$ cat src/rtl/i2c_xact_arbiter.sv
// rtl/i2c_xact_arbiter.sv - round-robin arbiter sharing one I2C register engine; optional watchdog via I2C_ARB_TIMEOUT_EN
module i2c_xact_arbiter #(
  parameter int NUM_REQ        = 3,
  parameter int TIMEOUT_CYCLES = 8192
) (
  input  logic                 clk,
  input  logic                 reset,
  input  logic [NUM_REQ-1:0]   req,
  input  logic [NUM_REQ-1:0]   req_rnw,
  input  logic [NUM_REQ*7-1:0] req_dev,
  input  logic [NUM_REQ*8-1:0] req_reg,
  input  logic [NUM_REQ*8-1:0] req_wdata,
  output logic [NUM_REQ-1:0]   grant,
  output logic [NUM_REQ-1:0]   req_done,
  output logic                 req_err,
  output logic [7:0]           req_rdata,
  input  logic                 eng_ready,
  output logic                 eng_start,
  output logic                 eng_rnw,
  output logic [6:0]           eng_dev,
  output logic [7:0]           eng_reg,
  output logic [7:0]           eng_wdata,
  input  logic                 eng_done,
  input  logic                 eng_nack,
  input  logic [7:0]           eng_rdata,
  output logic                 eng_abort
);

  localparam int IW = (NUM_REQ > 1) ? $clog2(NUM_REQ) : 1;

  typedef enum logic [1:0] {S_IDLE, S_ISSUE, S_WAIT, S_RESP} state_t;

  state_t               state, state_nxt;
  logic [IW-1:0]        idx, last_idx, pick;
  logic                 pick_vld;
  logic [NUM_REQ-1:0]   idx_onehot;
  logic [NUM_REQ*7-1:0] dev_sh;
  logic [NUM_REQ*8-1:0] reg_sh, wdata_sh;
  logic                 timeout_hit;

  assign idx_onehot = NUM_REQ'(1) << idx;

`ifdef I2C_ARB_TIMEOUT_EN
  logic [15:0] wait_cnt;

  // Watchdog: zero outside WAIT, so it restarts on every WAIT entry.
  always_ff @(posedge clk or posedge reset) begin
    if (reset)                wait_cnt <= '0;
    else if (state != S_WAIT) wait_cnt <= '0;
    else                      wait_cnt <= wait_cnt + 16'd1;
  end

  // A completion in the expiry cycle takes priority over the abort.
  assign timeout_hit = (state == S_WAIT) && !eng_done &&
                       (wait_cnt == 16'(TIMEOUT_CYCLES - 1));
  assign eng_abort   = timeout_hit;
`else
  assign timeout_hit = 1'b0;
  assign eng_abort   = 1'b0;
`endif

  // Round-robin search starting just after the last served requester.
  always_comb begin
    logic [IW-1:0] cand;
    pick     = '0;
    pick_vld = 1'b0;
    // Walk from farthest to nearest so the nearest pending request wins.
    for (int k = NUM_REQ; k >= 1; k--) begin
      cand = IW'((int'(last_idx) + k) % NUM_REQ);
      if (req[cand]) begin
        pick     = cand;
        pick_vld = 1'b1;
      end
    end
  end

  // State register.
  always_ff @(posedge clk or posedge reset) begin
    if (reset) state <= S_IDLE;
    else       state <= state_nxt;
  end

  // Next-state and handshake outputs; engine fields follow the grant.
  always_comb begin
    state_nxt = state;
    grant     = '0;
    req_done  = '0;
    eng_start = 1'b0;
    eng_rnw   = 1'b0;
    eng_dev   = '0;
    eng_reg   = '0;
    eng_wdata = '0;
    dev_sh    = req_dev >> (idx * 7);
    reg_sh    = req_reg >> (idx * 8);
    wdata_sh  = req_wdata >> (idx * 8);
    if (state != S_IDLE) begin
      grant     = idx_onehot;
      eng_rnw   = req_rnw[idx];
      eng_dev   = dev_sh[6:0];
      eng_reg   = reg_sh[7:0];
      eng_wdata = wdata_sh[7:0];
    end
    case (state)
      S_IDLE:  if (pick_vld) state_nxt = S_ISSUE;
      S_ISSUE: begin
        eng_start = eng_ready;
        if (eng_ready) state_nxt = S_WAIT;
      end
      S_WAIT:  if (eng_done || timeout_hit) state_nxt = S_RESP;
      S_RESP: begin
        req_done  = idx_onehot;
        state_nxt = S_IDLE;
      end
      default: state_nxt = S_IDLE;
    endcase
  end

  // Selection, rotation pointer and response capture.
  always_ff @(posedge clk or posedge reset) begin
    if (reset) begin
      idx       <= '0;
      last_idx  <= IW'(NUM_REQ - 1);
      req_err   <= 1'b0;
      req_rdata <= '0;
    end else begin
      case (state)
        S_IDLE: if (pick_vld) idx <= pick;
        S_WAIT: begin
          if (eng_done) begin
            req_err   <= eng_nack;
            req_rdata <= eng_rnw ? eng_rdata : 8'h00;
          end else if (timeout_hit) begin
            req_err   <= 1'b1;
            req_rdata <= 8'h00;
          end
        end
        S_RESP: last_idx <= idx;
        default: ;
      endcase
    end
  end

endmodule

$ cat config.mk
export PLATFORM = sky130hd
export DESIGN_NAME = i2c_xact_arbiter
export DESIGN_NICKNAME = d
export VERILOG_FILES = /design/src/rtl/i2c_xact_arbiter.sv
export SDC_FILE = /design/constraint.sdc
export NUM_CORES = 1
export LEC_CHECK = 0
export BUFFER_PORTS_ARGS = -buffer_cell sky130_fd_sc_hd__buf_2
export CAP_MARGIN = 30
export CORE_UTILIZATION = 23
export DETAILED_ROUTE_END_ITERATION = 16
export PLACE_DENSITY = 0.63
export SKIP_CTS_REPAIR_TIMING = 1
export SLEW_MARGIN = 10
export SYNTH_ARGS = -nofsm -noshare
export SYNTH_HDL_FRONTEND = slang
export SYNTH_SLANG_ARGS = --single-unit
$ cat constraint.sdc
create_clock -name clk -period 2.5 [get_ports clk]
set_input_delay 0.25 -clock clk [delete_from_list [all_inputs] [get_ports clk]]
set_output_delay 0.25 -clock clk [all_outputs]
set_load 0.02 [all_outputs]
### Yosys cells after proc, flatten, opt, wreduce, memory -nomap -nowiden

Index checks and enable logic that the tools add are counted.

| cells by class | value |
|---|---|
| $add $sub $neg | 3 |
| $mul | 1 |
| div/mod/pow operators | 3 |
| order comparisons | 4 |
| eq/ne operators | 6 |
| shift-type cells | 4 |
| muxes and demuxes | 26 |
| reduce and logical (&&, ||, !) cells | 5 |

Operators with widths:

| operator | number |
|---|---|
| $mod 32x3->32 const B | 3 |
| $shr 24x5->8 | 2 |
| $mux 8 | 3 |
| $shr 21x5->7 | 1 |
| $lt 2x3->1 const B | 4 |
| $mux 2 | 6 |
| $mux 1 | 9 |
| $bmux 1 s2 | 4 |
| $pmux 2 s4 | 1 |
| $mux 7 | 1 |
| $add 2x2->3 const B | 2 |
| $mux 3 | 2 |
| $ne 2x2->1 const B | 3 |
| $mul 2x3->5 const B | 1 |
| $eq 2x2->1 const B | 2 |
| $reduce_and 2->1 | 2 |
| $add 2x1->3 const B | 1 |
| $reduce_and 3->1 | 1 |
| $shl 1x2->3 const A | 1 |
| $eq 2x1->1 const B | 1 |
| $logic_not 2->1 | 1 |
| $reduce_bool 2->1 | 1 |

| storage, ports and cells | value |
|---|---|
| register bits after elaboration | 15 |
| input bits | 88 |
| output and inout port bits | 41 |
| word-level logic and storage cells | 57 |

### Logic depth before layout (Yosys ltp)

Gate-level depths: netlist (run 1).

| logic depth | value |
|---|---|
| word-level depth | 9 |
| mapped depth | 6 |
| mapped depth without buffers | 6 |

### Worst setup path before layout (run 1)

Ideal clock, no wire load.

| timing path | value |
|---|---|
| path kind | reg2reg |
| from | register last_idx[1] |
| to | register idx[1] |
| library setup time | 0.125 ns |
| data arrival time | 1.643 ns |
| data required time | 2.375 ns |
| setup slack | 0.732 ns |
| cell stages (with the launch flop) | 6 |
| buffers on the path | 0 |
| period minus slack after synthesis | 1.768 ns |
| cell sequence | dfstp_2 -> ha_1 -> a21oi_1 -> nand3b_4 -> a22oi_2 -> mux2_4 |

| on the way | value |
|---|---|
| word-level cells in the longest chain between the ends | 8 |
| elaborated cells on any way between the ends | 19 |
| classes of those cells | add/sub: 3; div: 3; mux: 12; reduce/logical: 1 |

RTL lines:

| item | line | source |
|---|---|---|
| start, declared | 34 | `logic [IW-1:0] idx, last_idx, pick;` |
| start signal, assigned | 122 | `last_idx <= IW'(NUM_REQ - 1);` |
| start signal, assigned | 137 | `S_RESP: last_idx <= idx;` |
| $add 2x2->3 | 69 | `cand = IW'((int'(last_idx) + k) % NUM_REQ);` |
| $mod 32x3->32 | 69 |  |
| $bmux 1 s2 | 70 | `if (req[cand]) begin` |
| $mux 1 (implied by the code) | 70 |  |
| $mux 1 (3 in series) | 70 |  |
| $reduce_and 2->1 (no source line) | -- |  |
| end signal, assigned | 127 | `S_IDLE: if (pick_vld) idx <= pick;` |
| end, declared | 34 |  |

Several ways; a longest one is shown, not always the timed one. The select of a mux whose other input is x is not followed.
A chain may end at the register's enable or synchronous reset.

### Final worst setup path (run 1)

| timing path | value |
|---|---|
| from | register idx[0] |
| to | output port eng_wdata[3] |

| on the way | value |
|---|---|
| word-level cells in the longest chain between the ends | 2 |

RTL lines:

| item | line | source |
|---|---|---|
| $shr 24x5->8 | 95 | `wdata_sh = req_wdata >> (idx * 8);` |
| $mux 8 | 96 | `if (state != S_IDLE) begin` |
| end, declared | 22 | `output logic [7:0] eng_wdata,` |

No other way between the ends.

==> run metrics, run 1 <==
end of the worst register-to-register path=idx[1]; outcome=finished, final reports clean; worst-skew pair later-pin latency=between 200 and 300 ps; CP max-delay cell=dfrtp_1; drt via density=around 4.5; placed instance count=roughly 440; MaxCap Viol Count=0; VDD IR max=between 0.0003 and 0.0004 V; io pins=around 130; leading area contributor after synthesis=dfrtp_1; DIE HEIGHT=85.77 um; drc violations=0; final wirelength=about 5000 um; Setup Total Neg Slack=0 ps; post-route cell area=about 2400 um2; row count=30; Post-Syn Area=1614 um2; antenna violations before repair=0; Synth Register Bits=15; Total Power=0.002799 W; Critical Path Stages=6; Worst Reg2Reg Path Length in Cells=6; GP Congestion=around 0.75; Worst-path clk slew=60 ps; Synth Area in XOR/XNOR=0%; Warnings, synthesis=0; dpl ws=625.2 ps; Root Buffer=clkbuf_8; reg2reg start=last_idx[0]; reg-to-reg setup timing slack=about 610 ps; Syn Inst Count=roughly 220; DRT Pass-1 Iters=4; share of layout cells above drive strength 1=a little over two fifths; # fillers=744; CP endpoint=eng_wdata[3]; placed cell areas=approximately 2300 um2; fin crit share=around 80%; Final Slew Violations=0; CP required=about 2300 ps; Post-synth top flop=dfrtp_1; RSZ-0062 raised after global routing=false; clk buf depth=2; final setup fails=0; area fraction of the dominant cell type after synthesis=a little over a fifth; Hold Path Class=input pin to asynchronous set/reset pin; CP most frequent cell=nor2_1; Slew headroom=59.81%; Compound-Gate Fraction of Synth Area=20.00%; Slew @ Worst Pin=602.1 ps; worst path buffer plus inverter count=2; Die X=between 80 and 90 um; Inserted Clock Buffers=3; worst setup path start=idx[0]; vias in the first global route=about 1,700; Crit Path Class=flop to output pin; most common cell in the netlist=nor2_1; Die Area=approximately 7400 um2; DPL Wire Length=about 3900 um; P_leak=1.281 nW; drt wl/cell=~11 um; syn_nets=318; Initial DRC Count=39; WP data arrival=1720 ps; crit end category=output pin; core area=just under 7000 um2; Post-synth top cells=47 x nor2_1, 26 x a21oi_1, 26 x mux2i_1, 24 x nand2_1, 14 x dfrtp_1; largest family of logic cells by synthesized area=simple AND/OR/NAND/NOR gates; asr flop ratio synth=100.0%; CP Launch Type=flop; CP Cell Sequence=buf_4 > mux2i_1 > nor2_1 > a21oi_1 > nor2_1 > buf_2; Antenna Cells=0; Max Clock Skew=5.183 ps; H-Tree Depth=1; Post-Synth Adder-Cell Area=under 10%; Crit Path Max Fanout=14; main area contributors after synthesis=dfrtp_1 22%, mux2i_1 16%, nor2_1 11%; crit path time final=around 2000 ps; sequential area share after synthesis=23.33%; Total Routing Usage GR=13.01%; via count=1,979; simple-gate area share of the yosys netlist=approximately a quarter; first-pass GRT wire length=7741 um; P per Cell Area=1171 nW/um2; post-route ant nets=0; delay-heaviest family, CP=flip-flops; Initial Utilization=23.76%; multiplexer area fraction after synthesis=between 15 and 20%; fmax=around 0.51 GHz; Final #Nets=around 440; Final Non-Filler Cells=around 440; Avg Cell Area, Syn=7.270 um2; setup ws final=roughly 530 ps; CTS tree=built; Hold Vio Cnt, Final=0; port buffer count=~130; Worst path max stage delay=~520 ps; synthesis-to-finish area growth=48.14%; Cell variety after synth=37; largest net degree at the start of global routing=30; number of synthesized flops with an enable pin=0; global route overflow=0; # clock sinks=15
[worst register-to-register path: cells and delay by family, from the launching register on]
family,cells,cell delay (ps)
AND/OR/NAND/NOR,1,120
flip-flops,1,370
adder cells (fa/ha/maj),1,390
multiplexers,1,320
buffers and inverters,1,90
AO/OA/AOI/OAI,2,470
[placed cells by master (no fill, tap or decap), types with 4 or more instances in the layout]
cell     synthesis  routed
buf_2            4     127
nor2_1          47      47
mux2i_1         26      26
a21oi_1         26      26
nand2_1         24      24
dfrtp_1         14      14
o21ai_1          8       8
inv_1            8       8
ha_1             8       8
o21ai_0          6       6
buf_4            4       6
and2_1           5       5
nor3b_1          4       4
[final cells by class]
cell class,instances,area (um2),share of cell area (%)
clock buffers,3,41.29,1.727
clock inverters,1,5.005,0.2093
inverters,10,37.54,1.570
multi-input cells,183,1130,47.25
flip-flops and latches,15,376.6,15.75
well taps,96,120.1,5.024
repair buffers,133,680.7,28.47
[sequential cells by signal (all words and copies together), names as in the netlist]
signal,cells
req_rdata,8
idx,2
last_idx,2
req_err,1
state,2
[power breakdown]
part	internal [W]	total (W)	switching, W
logic	0.000820	0.00217	0.00135
registers	0.000354	0.000428	0.0000732
clock network	0.000110	0.000199	0.0000890
[stage by stage]
step,hold slack [ps],util [%]
after floorplan,150.8,-
after global placement,350.9,34.51
after detailed placement,349.9,34.51
after CTS,79.54,35.19
after global routing,108.8,35.19
final,58.00,35.19
[metal layers]
metal  up-vias  share of wire, %  wire (um)  track usage (%)
met5         -                 0          0                0
met4         0              0.59         29            2.273
met3         5               6.0        296            2.984
met2        75                48       2379            23.35
met1       896                45       2208            16.03
li1       1003                 -          -                -
[kinds of logic after synthesis]
group | Yosys count
AO/OA/AOI/OAI | 53
adder cells (fa/ha/maj) | 8
buffers and inverters | 24
flip-flops | 15
multiplexers | 27
other | 1
AND/OR/NAND/NOR | 94
[worst min path at each step]
stage	startpoint	cells after the start	endpoint
floorplan	reset	1	idx[0]
global placement	reset	2	req_rdata[7]
detailed placement	reset	2	req_rdata[5]
CTS	reset	2	req_rdata[5]
global route	reset	2	req_rdata[7]
finish	reset	2	state[1]
Note: power is estimated with default switching activity, not from simulation.
==> run 2: changes to the inputs <==
Settings changed: PLACE_DENSITY 0.63 to 0.65.
Clock period 2.5 ns to 1.7 ns, I/O delays scaled along.
==> run metrics, run 2 (synthesis results as in run 1) <==
outcome=finished, violations left (was finished, final reports clean); violated checks=negative hold slack, negative setup slack; Initial DRC Count=39 (unchanged); Total Routing Usage GR=13.61% (was 13.01%); drc violations=0 (unchanged); Die Area=7356 um2 (unchanged); Crit Path Class=flop to flop (was flop to output pin); MaxCap Viol Count=0 (unchanged); clk buf depth=2 (unchanged); fmax=0.5693 GHz; first-pass GRT wire length=8017 um (was 7741 um); Setup Total Neg Slack=-62.39 ps (was 0 ps); largest net degree at the start of global routing=17 (was 30); # fillers=719 (was 744); Hold Path Class=input pin to asynchronous set/reset pin (unchanged); Worst-path clk slew=70 ps (was 60 ps); share of layout cells above drive strength 1=50.27% (was 42.03%); DPL Wire Length=4154 um (was 3924 um); setup ws final=-56.59 ps (was 530.7 ps); vias in the first global route=1,745 (was 1,741); Met3 Wirelength=329 um (was 296 um); dpl ws=-38.98 ps (was 625.2 ps); Max Clock Skew=7.959 ps (was 5.183 ps); CP Launch Type=flop (unchanged); core area=6794 um2 (unchanged); DRT Pass-1 Iters=4 (unchanged); post-route ant nets=0 (unchanged); register cell area after layout=377.9 um2 (was 376.6 um2); drt via density=4.396 (was 4.488); Top reg by flops=req_rdata (unchanged); P_leak=1.379 nW (was 1.281 nW); # clock sinks=15 (unchanged); antenna violations before repair=0 (unchanged); Root Buffer=clkbuf_8 (unchanged); CP required=1850 ps (was 2250 ps); crit path time final=1757 ps; Crit Path Max Fanout=3 (was 14); Slew headroom=56.58% (was 59.81%); VDD IR max=0.0007107 V (was 0.0003820 V); most frequent cells in the layout=126 x buf_2, 47 x nor2_1, 25 x a21oi_1 (was 127 x buf_2, 47 x nor2_1, 26 x mux2i_1, 26 x a21oi_1, 24 x nand2_1); via count=2,022 (was 1,979); final wirelength=5294 um (was 4914 um); commonest non-fill, non-tap cell in the layout=buf_2 (unchanged); H-Tree Depth=1 (unchanged); P per Cell Area=1775 nW/um2 (was 1171 nW/um2); drt wl/cell=11.51 um (was 11.14 um); max reg flops=8 (unchanged); Slew @ Worst Pin=650.6 ps (was 602.1 ps); placed cell areas=2474 um2 (was 2345 um2); row count=30 (unchanged); Final #Nets=461 (was 442); CTS tree=built (unchanged); Final Slew Violations=0 (unchanged); DIE HEIGHT=85.77 um (unchanged); RSZ-0062 raised after global routing=true (was false); GP Congestion=0.8006 (was 0.7454); Routed met2 length=2561 um (was 2379 um); Antenna Cells=0 (unchanged); crit end category=flop (was output pin); fin crit share=103.3%; area of the multi-input gates=1217 um2 (was 1130 um2); Die X=85.77 um (unchanged); Inserted Clock Buffers=3 (unchanged); Hold Vio Cnt, Final=13 (was 0); final setup fails=2 (was 0); io pins=129 (unchanged); Initial Utilization=23.76% (unchanged); global route overflow=0 (unchanged); DRT met1 WL=2363 um (was 2208 um); synthesis-to-finish area growth=64.11% (was 48.14%); Highest Signal Layer=met4 (unchanged); WP data arrival=1900 ps (was 1720 ps); worst-skew pair later-pin latency=260 ps (was 250 ps); port buffer count=127 (unchanged); post-route cell area=2649 um2 (was 2391 um2); hold_ws=-9.292 ps (was 58.00 ps)
==> run 2: cell count changes in the layout (fill, tap and decap cells not counted), moves of 3 or more <==
| cell | before | now |
|---|---|---|
| inv_2 | 1 | 4 |
| ha_4 | 0 | 4 |
| ha_1 | 8 | 2 |
| inv_1 | 8 | 5 |
| buf_4 | 6 | 23 |
==> run 2: metal layers <==
layer  global-route usage (%)  up-vias
li1                         -     1034
met1                    17.05      904
met2                    22.98       78
met3                    3.657        6
met4                    3.788        0
met5                        0        -
==> run 2: through the flow <==
stage               total power (W)  util (%)  hold WS (ps)  cells
finish                     0.004702     38.99        -9.292    460
global route               0.005083     38.99         45.70    460
CTS                        0.004444     37.09         13.73    454
detailed placement         0.004123     36.41         292.1    450
global placement           0.004078     36.41         286.5    450
floorplan                  0.002994         -         70.76    222
==> run 2: path summary, 6_finish.rpt <==
path / from / to / slack, ps / cells past startpoint
min in group clk: eng_nack / req_err / 120 / 3
worst min-delay path: reset / state[0] / -9 / 2
worst min register to register: req_rdata[6] / req_rdata[6] / 480 / 2
max in group asynchronous: reset / idx[0] / 1250 / 2
worst max-delay path: last_idx[1] / idx[1] / -60 / 6
worst max register to register: last_idx[1] / idx[1] / -60 / 6
==> run 2: worst max-delay path: stages, from the launching register on <==
cell       delay [ps]
dfstp_2           590
inv_2              70
ha_4              160
mux2i_1           170
o2bb2ai_2          90
a22oi_2           230
mux2_4            320
==> run 2: final cells by class <==
| type | instances | area share, % |
|---|---|---|
| flip-flops and latches | 15 | 14.27 |
| inverters | 10 | 1.417 |
| well taps | 96 | 4.535 |
| multi-input cells | 183 | 45.96 |
| clock inverters | 1 | 0.1889 |
| repair buffers | 152 | 32.07 |
| clock buffers | 3 | 1.559 |
==> run 2: where the power goes <==
part           total (W)  internal (W)  switching, W  leakage, nW
clock           0.000310      0.000163      0.000147       0.0255
combinational    0.00375       0.00161       0.00215         1.16
sequential      0.000637      0.000524      0.000113        0.189
total            0.00470       0.00229       0.00241         1.38
